File: config.mk
export PLATFORM = sky130hd
export DESIGN_NAME = if_id_queue
export DESIGN_NICKNAME = d
export VERILOG_FILES = /design/src/rtl/if_id_queue_pkg.sv /design/src/rtl/if_id_queue_mem.sv /design/src/rtl/if_id_queue.sv
export SDC_FILE = /design/constraint.sdc
export NUM_CORES = 1
export LEC_CHECK = 0
export CORE_ASPECT_RATIO = 1.25
export CORE_MARGIN = 4
export CORE_UTILIZATION = 50
export DETAILED_ROUTE_END_ITERATION = 8
export PLACE_DENSITY = 0.81
export SLEW_MARGIN = 30
export SYNTH_ARGS = -nofsm -noshare
export SYNTH_HDL_FRONTEND = slang
export SYNTH_HIERARCHICAL = 1
export SYNTH_SLANG_ARGS = --single-unit
File: constraint.sdc
create_clock -name clk -period 11 [get_ports clk]
set_input_delay 1.1 -clock clk [delete_from_list [all_inputs] [get_ports clk]]
set_output_delay 1.1 -clock clk [all_outputs]
set_load 0.1 [all_outputs]
File: src/rtl/if_id_queue_pkg.sv
// Shared definitions for the IF/ID decoupling queue: entry layout, bubble encoding
// and occupancy classification.
package if_id_queue_pkg;

  localparam int              INSTR_W       = 32;
  localparam int              DEFAULT_DEPTH = 2;
  localparam logic [31:0]     DEFAULT_NOP   = 32'h0000_0000;

  typedef struct packed {
    logic [INSTR_W-1:0] pc_inc;
    logic [INSTR_W-1:0] instr;
  } entry_t;

  typedef enum logic [1:0] {
    OCC_EMPTY   = 2'd0,
    OCC_PARTIAL = 2'd1,
    OCC_FULL    = 2'd2
  } occ_e;

  function automatic occ_e occ_of(input logic [31:0] cnt, input logic [31:0] depth);
    if (cnt == 32'd0) begin
      return OCC_EMPTY;
    end else if (cnt >= depth) begin
      return OCC_FULL;
    end else begin
      return OCC_PARTIAL;
    end
  endfunction

endpackage

File: src/rtl/if_id_queue_mem.sv
// DEPTH x 64-bit entry storage: one synchronous write port, one asynchronous read port.
// Contents are intentionally never reset; the parent masks stale data with id_valid.
module if_id_queue_mem
  import if_id_queue_pkg::*;
#(
  parameter int DEPTH = DEFAULT_DEPTH
) (
  input  logic                     clk,
  input  logic                     we,
  input  logic [$clog2(DEPTH)-1:0] waddr,
  input  entry_t                   wdata,
  input  logic [$clog2(DEPTH)-1:0] raddr,
  output entry_t                   rdata
);

  entry_t mem_r [DEPTH];

  // Write the pushed entry at the write pointer
  always_ff @(posedge clk) begin
    if (we) begin
      mem_r[waddr] <= wdata;
    end
  end

  assign rdata = mem_r[raddr];

endmodule

File: src/rtl/if_id_queue.sv
// IF/ID decoupling queue: circular buffer of {pc_inc, instr} between fetch and decode.
// if_ready depends only on registered occupancy, so decode stalls never reach fetch combinationally.
module if_id_queue
  import if_id_queue_pkg::*;
#(
  parameter int                 DEPTH     = DEFAULT_DEPTH,
  parameter logic [INSTR_W-1:0] NOP_INSTR = DEFAULT_NOP
) (
  input  logic                     clk,
  input  logic                     rst,
  input  logic                     if_valid,
  input  logic [INSTR_W-1:0]       if_pc_inc,
  input  logic [INSTR_W-1:0]       if_instr,
  output logic                     if_ready,
  input  logic                     flush,
  input  logic                     id_ready,
  output logic                     id_valid,
  output logic [INSTR_W-1:0]       id_pc_inc,
  output logic [INSTR_W-1:0]       id_instr,
  output logic [$clog2(DEPTH):0]   count
);

  localparam int AW = $clog2(DEPTH);
  localparam int CW = AW + 1;

  logic [AW-1:0] wr_ptr_r, rd_ptr_r, wr_ptr_nxt_s, rd_ptr_nxt_s;
  logic [CW-1:0] count_r, count_nxt_s;
  occ_e          occ_s;
  logic          push_s, pop_s, we_s;
  entry_t        wdata_s, head_s;

  // Occupancy class and the handshakes derived from it
  always_comb begin
    occ_s    = occ_of(32'(count_r), 32'(DEPTH));
    if_ready = (occ_s != OCC_FULL);
    id_valid = (occ_s != OCC_EMPTY);
    push_s   = if_valid & if_ready;
    pop_s    = id_valid & id_ready;
    we_s     = push_s & ~flush;
    wdata_s  = '{pc_inc: if_pc_inc, instr: if_instr};
  end

  // Next pointers/count; flush discards any push or pop in the same cycle
  always_comb begin
    count_nxt_s  = count_r;
    wr_ptr_nxt_s = wr_ptr_r;
    rd_ptr_nxt_s = rd_ptr_r;
    if (flush) begin
      count_nxt_s  = '0;
      wr_ptr_nxt_s = '0;
      rd_ptr_nxt_s = '0;
    end else begin
      case ({push_s, pop_s})
        2'b10: begin
          count_nxt_s  = count_r + CW'(1);
          wr_ptr_nxt_s = wr_ptr_r + AW'(1);
        end
        2'b01: begin
          count_nxt_s  = count_r - CW'(1);
          rd_ptr_nxt_s = rd_ptr_r + AW'(1);
        end
        2'b11: begin
          wr_ptr_nxt_s = wr_ptr_r + AW'(1);
          rd_ptr_nxt_s = rd_ptr_r + AW'(1);
        end
        default: begin
          count_nxt_s = count_r;
        end
      endcase
    end
  end

  // State register with synchronous reset
  always_ff @(posedge clk) begin
    if (rst) begin
      count_r  <= '0;
      wr_ptr_r <= '0;
      rd_ptr_r <= '0;
    end else begin
      count_r  <= count_nxt_s;
      wr_ptr_r <= wr_ptr_nxt_s;
      rd_ptr_r <= rd_ptr_nxt_s;
    end
  end

  if_id_queue_mem #(.DEPTH(DEPTH)) u_mem (
    .clk   (clk),
    .we    (we_s),
    .waddr (wr_ptr_r),
    .wdata (wdata_s),
    .raddr (rd_ptr_r),
    .rdata (head_s)
  );

  // Head entry to decode, replaced by a bubble when empty
  always_comb begin
    if (id_valid) begin
      id_instr  = head_s.instr;
      id_pc_inc = head_s.pc_inc;
    end else begin
      id_instr  = NOP_INSTR;
      id_pc_inc = 32'h0000_0000;
    end
  end

  assign count = count_r;

endmodule

==> impl_metrics.csv, run 1 <==
group,metric,value,unit
worst_setup_path,cp_max_fo,24,
sta,worstMarginPinSlew,1020,ps
floorplan,dieArea,13000,µm²
min_path,hp-class,"flip-flop to flip-flop",
worst_setup_path,max_stage_delay,1170,ps
synthesis,synth_edf_count,128,
global_route,grt_usage,16.0,%
worst_setup_path,r2r-end,"u_mem/mem_r[0][54]",
clock_network,clk_pin_slew,50,ps
clock_network,clock_path_buffers,2,
sta,fin_setup_tns,0,ps
synthesis,yosysUniqueCellTypes,20,
power_and_ir_drop,p_leak,0.00265,µW
floorplan,die_h,126,µm
power_and_ir_drop,p_total,1240,µW
synthesis,yosys-top-cells-area,"edfxtp_1 (69%), mux2_4 (16%), and2_1 (7.3%), buf_12 (2.1%), dfxtp_1 (1.4%)",
synthesis,yosysMostFrequentCell,"edfxtp_1",
worst_setup_path,crit_chain,"buf_12, buf_12, mux2_4, and2_1, clkdlybuf4s50_1",
worst_setup_path,cp_num_buf_inv,3,
sta,fin_crit_sh,37.3,%
sta,setup_slack,6900,ps
clock_network,clk_latency,400,ps
job,cap_violations,0,
synthesis,synth_ff_type,"edfxtp_1",
global_route,antenna_found_initial,0,
worst_setup_path,crit_arrival,3000,ps
drt,finalWirelength,9.99,mm
min_path,min_path_cells,2,
global_route,grt_overflow,0,
floorplan,io_pins,137,
cells_and_area,multi_input_area,1480,µm²
clock_network,cts-buffers-inserted,17,
clock_network,clockRootBuffer,"clkbuf_16",
synthesis,syn_nets,363,
worst_setup_path,crit_path_end_kind,"output pin",
sta,period_minus_slack,4100,ps
global_route,grt_pass1_vias,3132,
synthesis,ys_ff_latch,132,
cells_and_area,layout-drive-gt1-share,22.2,%
synthesis,yosys_warnings,6,
placed_design,gp_congestion,0.687,
cells_and_area,areaGrowthSynthToFinish,34.9,%
floorplan,initial_utilization,52.0,%
drt,first_pass_iters,4,
global_route,grt_max_degree,66,
worst_setup_path,cp.required,9900,ps
clock_network,post_cts.repair.setup_buffers,0,
min_path,min_to,"count[1]",
floorplan,row_count,42,
worst_setup_path,critPathKind,"flip-flop to output pin",
worst_setup_path,startpoint_type,"flip-flop",
synthesis,netlist_area,5600,µm²
synthesis,yosysSeqAreaShare,70.1,%
cells_and_area,nets,507,
clock_network,cts_hold_buf,0,
worst_setup_path,cpLargestDelayFamily,"buffers and inverters",
placed_design,hpwl,6.62,mm
placed_design,port_buffers,136,
synthesis,syn_inst,294,
drt,vias_per_cell,4.93,
worst_setup_path,crit_path_frequent_cell,"buf_12",
cells_and_area,n_antenna_cell,0,
sta,skew,11.8,ps
worst_setup_path,ff2ff_path_depth,4,
sta,timing.slew.headroom,31.6,%
worst_setup_path,rrSetupSlack,8570,ps
clock_network,clkSinkCount,132,
drt,route.detailed.drc,0,
sta,finalSetupViolCount,0,
worst_setup_path,r2r_start,"count[1]",
clock_network,htreeDepth,4,
clock_network,cts_resized,0,
drt,wl_per_cell,17.1,µm
outcome,status,"completed",
sta,hold_violations,0,
global_route,grt_pass1_wl,15.3,mm
drt,detail-route-antenna-nets,0,
synthesis,synth_common_cells,"edfxtp_1 (128), and2_1 (65), mux2_4 (60)",
cells_and_area,fillerInstances,717,
synthesis,async_reset_ff_share,0,%
placed_design,post-place-ws,7220,ps
synthesis,synth_top_area_share,68.6,%
cells_and_area,final-seq-area,3930,µm²
floorplan,fp.dieW,103,µm
sta,maxSlewViolCount,0,
sta,fmaxAchievable,0.244,GHz
sta,rsz0062_at_grt,"false",
floorplan,core,10800,µm²
power_and_ir_drop,ir_drop,125,µV
worst_setup_path,crit_slowest_cell,"clkdlybuf4s50_1",
min_path,worstHoldStart,"count[0]",
power_and_ir_drop,powerDensity,164,nW/µm²
clock_network,cts_tree,"done",
sta,hold_ws,588,ps
synthesis,avgSynthCellArea,19.0,µm²
drt,detail_route.iter0.violations,58,
synthesis,synth_top_area_cell,"edfxtp_1",
drt,via_count,2875,
==> worst max-delay path by stage <==
stage | start | end | slack [ps] | depth (start not counted)
6_report | rd_ptr_r | id_instr[1] | 6900 | 5
5_1_grt | rd_ptr_r | id_instr[1] | 6810 | 5
4_1_cts | count[0] | id_pc_inc[28] | 6780 | 3
3_5_place_dp | count[0] | id_pc_inc[28] | 7220 | 3
3_3_place_gp | rd_ptr_r | id_pc_inc[28] | 7130 | 3
2_1_floorplan | if_valid | u_mem/mem_r[0][0] | 6180 | 3
==> cell families after synthesis <==
kind of cell / after synthesis / synth area share [%]
compound gates: 4 / 0.469
xor+xnor: 3 / 0.469
buf+inv: 16 / 3.78
flops: 132 / 70.1
mux: 64 / 16.9
simple gates: 75 / 8.31
==> report_power, final <==
| part | total, µW | switching, µW | internal [µW] | leakage (µW) |
|---|---|---|---|---|
| Combinational | 138 | 83.5 | 54.1 | 0.00118 |
| Clock | 525 | 196 | 329 | 0.000263 |
| Sequential | 574 | 4.71 | 569 | 0.00121 |
| Total | 1240 | 284 | 952 | 0.00265 |
==> cell type report <==
type / instances / area share, %
clock buffers: 17 / 5.63
multi-input cells: 146 / 19.5
clock inverters: 15 / 1.87
inverters: 2 / 0.0994
flip-flops and latches: 132 / 52.0
well taps: 132 / 2.19
repair buffers: 139 / 18.7
==> cell usage in the layout, fill, tap and decap left out, types with 2 or more instances in the layout <==
master / instances
clkdlybuf4s50_1: 136
buf_12: 2
mux2_4: 60
clkinv_4: 2
xor2_1: 2
mux2_2: 4
nor3_1: 3
and2_1: 64
edfxtp_1: 128
nor2b_1: 2
clkbuf_16: 17
clkinv_1: 3
clkinv_2: 3
dfxtp_1: 3
clkinvlp_4: 5
inv_1: 2
o21ai_0: 2
bufinv_16: 2
==> metrics by stage <==
stage / util, % / instance area [µm²] / instances
6_report: 70.1 / 7550 / 583
5_1_grt: 70.1 / 7550 / 583
4_1_cts: 70.1 / 7550 / 583
3_5_place_dp: 64.8 / 6980 / 551
3_3_place_gp: 64.4 / 6940 / 549
2_1_floorplan: - / 5600 / 294
==> worst register-to-register path, cell delays in order, from the launching register on <==
cell,delay (ps)
dfxtp_1,360
nor2b_1,230
nor2b_1,220
nor2b_4,630
buf_4,610
==> sequential cells by signal, summed over array words and instances, names as in the netlist <==
name	count
wr_ptr_r	1
u_mem/mem_r	128
count	2
rd_ptr_r	1
==> metal layers <==
layer,vias to the layer above,GRT usage [%],wire (µm)
li1,1378,-,-
met1,1400,15.7,3530
met2,79,29.3,5610
met3,18,5.00,562
met4,0,8.03,280
met5,-,0,0
No activity file was read; power rests on OpenSTA's default activity.
==> inputs of run 2 (changes only) <==
Settings changed: CORE_UTILIZATION 50 to 45, PLACE_DENSITY 0.81 to 0.77.
Clock period 11 ns to 3.4 ns, I/O delays scaled along.
==> impl_metrics.csv, run 2 (synthesized netlist as in run 1, its figures left out) <==
group,metric,value,unit
sta,hold_violations,0,
clock_network,clock_path_buffers,2,
drt,route.detailed.drc,0,
sta,finalSetupViolCount,0,
worst_setup_path,r2r-end,"u_mem/mem_r[1][52]",
power_and_ir_drop,p_comb_share,10.4,%
power_and_ir_drop,p_int,3300,µW
power_and_ir_drop,seq_power_share,44.0,%
clock_network,clockRootBuffer,"clkbuf_16",
worst_setup_path,crit_arrival,2190,ps
cells_and_area,final_common_cell,"edfxtp_1",
clock_network,cts_hold_buf,0,
sta,worstMarginPinSlew,973,ps
drt,first_pass_iters,4,
drt,detail-route-antenna-nets,0,
global_route,grt_pass1_vias,2992,
cells_and_area,nets,507,
placed_design,placed_area,6860,µm²
clock_network,post_cts.repair.setup_buffers,0,
power_and_ir_drop,powerDensity,562,nW/µm²
drt,detail_route.iter0.violations,84,
floorplan,io_pins,137,
worst_setup_path,ff2ff_path_depth,3,
sta,timing.slew.headroom,34.9,%
clock_network,cts_resized,0,
worst_setup_path,cp_num_buf_inv,2,
job,cap_violations,0,
worst_setup_path,cpLargestDelayFamily,"flip-flops",
worst_setup_path,worstSetupStartpoint,"rd_ptr_r",
worst_setup_path,rrSetupSlack,1450,ps
power_and_ir_drop,p_leak,0.00283,µW
worst_setup_path,startpoint_type,"flip-flop",
worst_setup_path,max_stage_delay,690,ps
power_and_ir_drop,clkPwrFrac,45.6,%
worst_setup_path,cp_max_fo,29,
worst_setup_path,crit_chain,"buf_4, mux2_2, and2_1, buf_4",
global_route,grt_overflow,0,
outcome,status,"completed",
sta,maxSlewViolCount,0,
placed_design,hpwl,6.37,mm
cells_and_area,n_antenna_cell,0,
cells_and_area,largest_reg_flops,128,
global_route,grt_max_degree,66,
floorplan,die_h,133,µm
sta,skew,9.08,ps
cells_and_area,top_register,"u_mem/mem_r",
power_and_ir_drop,ir_drop,353,µV
min_path,min_to,"u_mem/mem_r[0][1]",
drt,finalWirelength,9.72,mm
floorplan,fp.dieW,108,µm
cells_and_area,layout_common_cells,"edfxtp_1 (128), clkdlybuf4s50_1 (71), buf_4 (66)",
global_route,grt_usage,13.8,%
floorplan,core,12200,µm²
clock_network,htreeDepth,4,
worst_setup_path,critPathKind,"flip-flop to output pin",
min_path,min_path_cells,1,
sta,fmaxAchievable,0.395,GHz
power_and_ir_drop,p_sw_share,21.7,%
floorplan,initial_utilization,46.0,%
min_path,worstHoldStart,"if_instr[1]",
worst_setup_path,r2r_start,"count[1]",
min_path,hp-class,"input pin to flip-flop",
global_route,antenna_found_initial,0,
power_and_ir_drop,p_sw,915,µW
cells_and_area,final_area,7500,µm²
placed_design,port_buffers,136,
clock_network,clk_pin_slew,60,ps
clock_network,cts-buffers-inserted,17,
cells_and_area,layout-drive-gt1-share,36.8,%
sta,fin_setup_tns,0,ps
sta,period_minus_slack,2530,ps
worst_setup_path,crit_path_frequent_cell,"buf_4",
clock_network,cts_tree,"done",
cells_and_area,areaGrowthSynthToFinish,33.9,%
sta,rsz0062_at_grt,"false",
sta,fin_crit_sh,74.4,%
clock_network,clkSinkCount,132,
floorplan,row_count,45,
drt,vias_per_cell,4.64,
clock_network,clk_latency,400,ps
worst_setup_path,cp.required,3060,ps
drt,wl_per_cell,15.8,µm
placed_design,gp_congestion,0.730,
drt,via_count,2852,
global_route,grt_pass1_wl,14.7,mm
worst_setup_path,crit_path_end_kind,"output pin",
floorplan,dieArea,14300,µm²
worst_setup_path,crit_slowest_cell,"dfxtp_4",
-- run 2: cell count changes in the layout (fill, tap and decap cells not counted), sizes merged --
cell / before / now
inv: 2 / 3
buf: 3 / 68
clkinvlp: 5 / 1
clkdlybuf4s50: 136 / 71
bufinv: 2 / 5
-- run 2: power groups by stage --
stage	Clock (µW)	Combinational [µW]	Sequential, µW
2_1_floorplan	0	294	1890
3_3_place_gp	0	436	1890
3_5_place_dp	0	442	1890
4_1_cts	1960	444	1860
5_1_grt	2030	457	1860
6_report	1920	439	1860
-- run 2: worst register-to-register path, cell delays in order, from the launching register on --
cell,delay [ps]
dfxtp_1,370
nor2b_1,220
nor2b_1,200
and2_4,750
-- run 2: metrics by stage --
step,setup slack [ps],util (%),hold WS [ps],cells,power [µW]
6_report,871,61.7,514,615,4220
4_1_cts,786,61.6,499,615,4260
5_1_grt,764,61.7,501,615,4350
3_5_place_dp,938,56.4,558,583,2330
2_1_floorplan,104,-,413,294,2180
3_3_place_gp,985,56.4,545,583,2320
-- run 2: area by class of cell --
cell class                 count  area (µm²)
clock buffer                  17         425
clock inverter                15         211
fill                         932        4660
inverter                       2        7.51
multi-input combinational    146        1480
sequential                   132        3930
tap                          164         205
timing repair buffer         139        1250
-- run 2: routing by layer --
metal | part of all wire, % | up-vias | GRT usage (%)
met5 | 0 | - | 0
met4 | 1.8 | 0 | 6.39
met3 | 6.0 | 15 | 5.08
met1 | 37 | 1375 | 14.2
li1 | - | 1377 | -
met2 | 55 | 85 | 24.7
-- run 2: worst max-delay path by stage --
stage | endpoint | slack [ps] | depth (start not counted)
2_1_floorplan | u_mem/mem_r[0][0] | 100 | 3
5_1_grt | id_pc_inc[30] | 760 | 4
3_5_place_dp | u_mem/mem_r[1][61] | 940 | 4
4_1_cts | id_pc_inc[9] | 790 | 3
6_report | id_pc_inc[30] | 870 | 4
3_3_place_gp | u_mem/mem_r[1][53] | 980 | 4
==> inputs of run 3 (changes only) <==
Settings changed: CORE_UTILIZATION 45 to 49, PLACE_DENSITY 0.77 to 0.79.
Clock period 3.4 ns to 2.58 ns, I/O delays scaled along.
==> impl_metrics.csv, run 3 (synthesized netlist as in run 1, its figures left out) <==
group,metric,value,unit
worst_setup_path,max_stage_delay,650,ps
global_route,grt_pass1_vias,3106,
power_and_ir_drop,seq_power_share,44.9,%
power_and_ir_drop,powerDensity,658,nW/µm²
clock_network,clock_path_buffers,2,
sta,finalSetupViolCount,0,
cells_and_area,areaGrowthSynthToFinish,48.0,%
sta,worstMarginPinSlew,471,ps
cells_and_area,final_common_cell,"edfxtp_1",
sta,rsz0062_at_grt,"false",
floorplan,fp.dieW,104,µm
outcome,status,"completed",
sta,hold_ws,435,ps
cells_and_area,layout_common_cells,"edfxtp_1 (128), buf_12 (69), clkdlybuf4s50_1 (68)",
worst_setup_path,cp_num_buf_inv,2,
floorplan,io_pins,137,
power_and_ir_drop,p_int,4270,µW
power_and_ir_drop,clkPwrFrac,42.6,%
drt,route.detailed.drc,0,
clock_network,clk_latency,400,ps
sta,fin_crit_sh,89.1,%
clock_network,clkSinkCount,132,
floorplan,dieArea,13200,µm²
sta,fin_setup_tns,0,ps
power_and_ir_drop,p_sw_share,21.7,%
floorplan,row_count,43,
global_route,antenna_found_initial,1,
cells_and_area,largest_reg_flops,128,
worst_setup_path,crit_path_frequent_cell,"buf_12",
worst_setup_path,crit_arrival,2040,ps
clock_network,clockRootBuffer,"clkbuf_16",
drt,wl_per_cell,17.8,µm
drt,finalWirelength,10.5,mm
drt,detail-route-antenna-nets,0,
worst_setup_path,critPathKind,"flip-flop to output pin",
drt,detail_route.iter0.violations,107,
global_route,grt_usage,16.1,%
placed_design,port_buffers,136,
worst_setup_path,cp.required,2320,ps
drt,first_pass_iters,4,
clock_network,htreeDepth,4,
power_and_ir_drop,p_sw,1180,µW
clock_network,cts_hold_buf,0,
cells_and_area,n_antenna_cell,0,
drt,via_count,2895,
worst_setup_path,cp_max_fo,23,
clock_network,cts_resized,0,
power_and_ir_drop,p_comb_share,12.5,%
cells_and_area,nets,511,
worst_setup_path,crit_slowest_cell,"dfxtp_4",
sta,fmaxAchievable,0.435,GHz
clock_network,cts-buffers-inserted,17,
worst_setup_path,startpoint_type,"flip-flop",
clock_network,clk_pin_slew,50,ps
power_and_ir_drop,p_leak,0.00303,µW
power_and_ir_drop,ir_drop,467,µV
worst_setup_path,cpLargestDelayFamily,"flip-flops",
min_path,hp-class,"input pin to flip-flop",
sta,period_minus_slack,2300,ps
sta,skew,10.2,ps
drt,vias_per_cell,4.91,
global_route,grt_overflow,0,
cells_and_area,layout-drive-gt1-share,39.8,%
clock_network,cts_tree,"done",
floorplan,die_h,128,µm
sta,timing.slew.headroom,68.6,%
clock_network,post_cts.repair.setup_buffers,0,
cells_and_area,top_register,"u_mem/mem_r",
sta,maxSlewViolCount,0,
floorplan,initial_utilization,50.3,%
global_route,grt_max_degree,65,
floorplan,core,11100,µm²
job,cap_violations,0,
worst_setup_path,crit_chain,"buf_12, mux2_2, and2_1, buf_12",
placed_design,hpwl,7.25,mm
worst_setup_path,crit_path_end_kind,"output pin",
global_route,grt_pass1_wl,16.0,mm
placed_design,gp_congestion,0.697,
sta,hold_violations,0,
==> run 3: cell count changes in the layout (fill, tap and decap cells not counted), moves of 2 or more <==
cell             previous run  this run
and2_1                     64        55
and2_2                      0        10
buf_12                      2        69
buf_4                      66         6
bufinv_16                   5         3
clkbuf_1                    0         4
clkdlybuf4s50_1            71        68
clkinv_1                    2         0
==> run 3: metal layers <==
metal  wire, µm  share of wire, %  vias up  track usage (%)
li1           -                 -     1393                -
met1       3610                34     1391             15.8
met2       6050                58       93             30.3
met3        591               5.6       16             5.56
met4        242               2.3        2             7.98
met5         13              0.12        -                0
==> run 3: metrics by stage <==
stage	instance area, µm²	total power, µW	utilization, %	std cells	setup slack, ps
6_report	8280	5450	74.4	590	281
5_1_grt	8280	5630	74.4	590	116
4_1_cts	8280	5500	74.4	590	256
3_5_place_dp	7700	3170	69.1	558	486
3_3_place_gp	7700	3160	69.1	558	553
2_1_floorplan	5620	2880	-	294	30.0
==> run 3: layout make-up <==
type | instances | area, µm²
Sequential cell | 132 | 3930
Inverter | 2 | 7.51
Clock inverter | 10 | 134
Timing Repair Buffer | 143 | 2110
Multi-Input combinational cell | 146 | 1480
Tap cell | 135 | 169
Fill cell | 657 | 2850
Clock buffer | 22 | 454
==> run 3: worst paths after layout <==
path / startpoint / to / slack [ps] / cells past startpoint
worst max-delay path: rd_ptr_r / id_pc_inc[31] / 280 / 4
worst min-delay path: if_pc_inc[30] / u_mem/mem_r[1][62] / 430 / 1
worst max register to register: count[1] / u_mem/mem_r[0][26] / 850 / 4
worst min register to register: count[1] / count[1] / 540 / 2
==> run 3: power groups by stage <==
| stage | clock network (µW) | logic (µW) | registers (µW) |
|---|---|---|---|
| 2_1_floorplan | 0 | 389 | 2490 |
| 4_1_cts | 2370 | 689 | 2450 |
| 3_5_place_dp | 0 | 685 | 2490 |
| 6_report | 2320 | 682 | 2450 |
| 5_1_grt | 2480 | 709 | 2450 |
| 3_3_place_gp | 0 | 675 | 2480 |
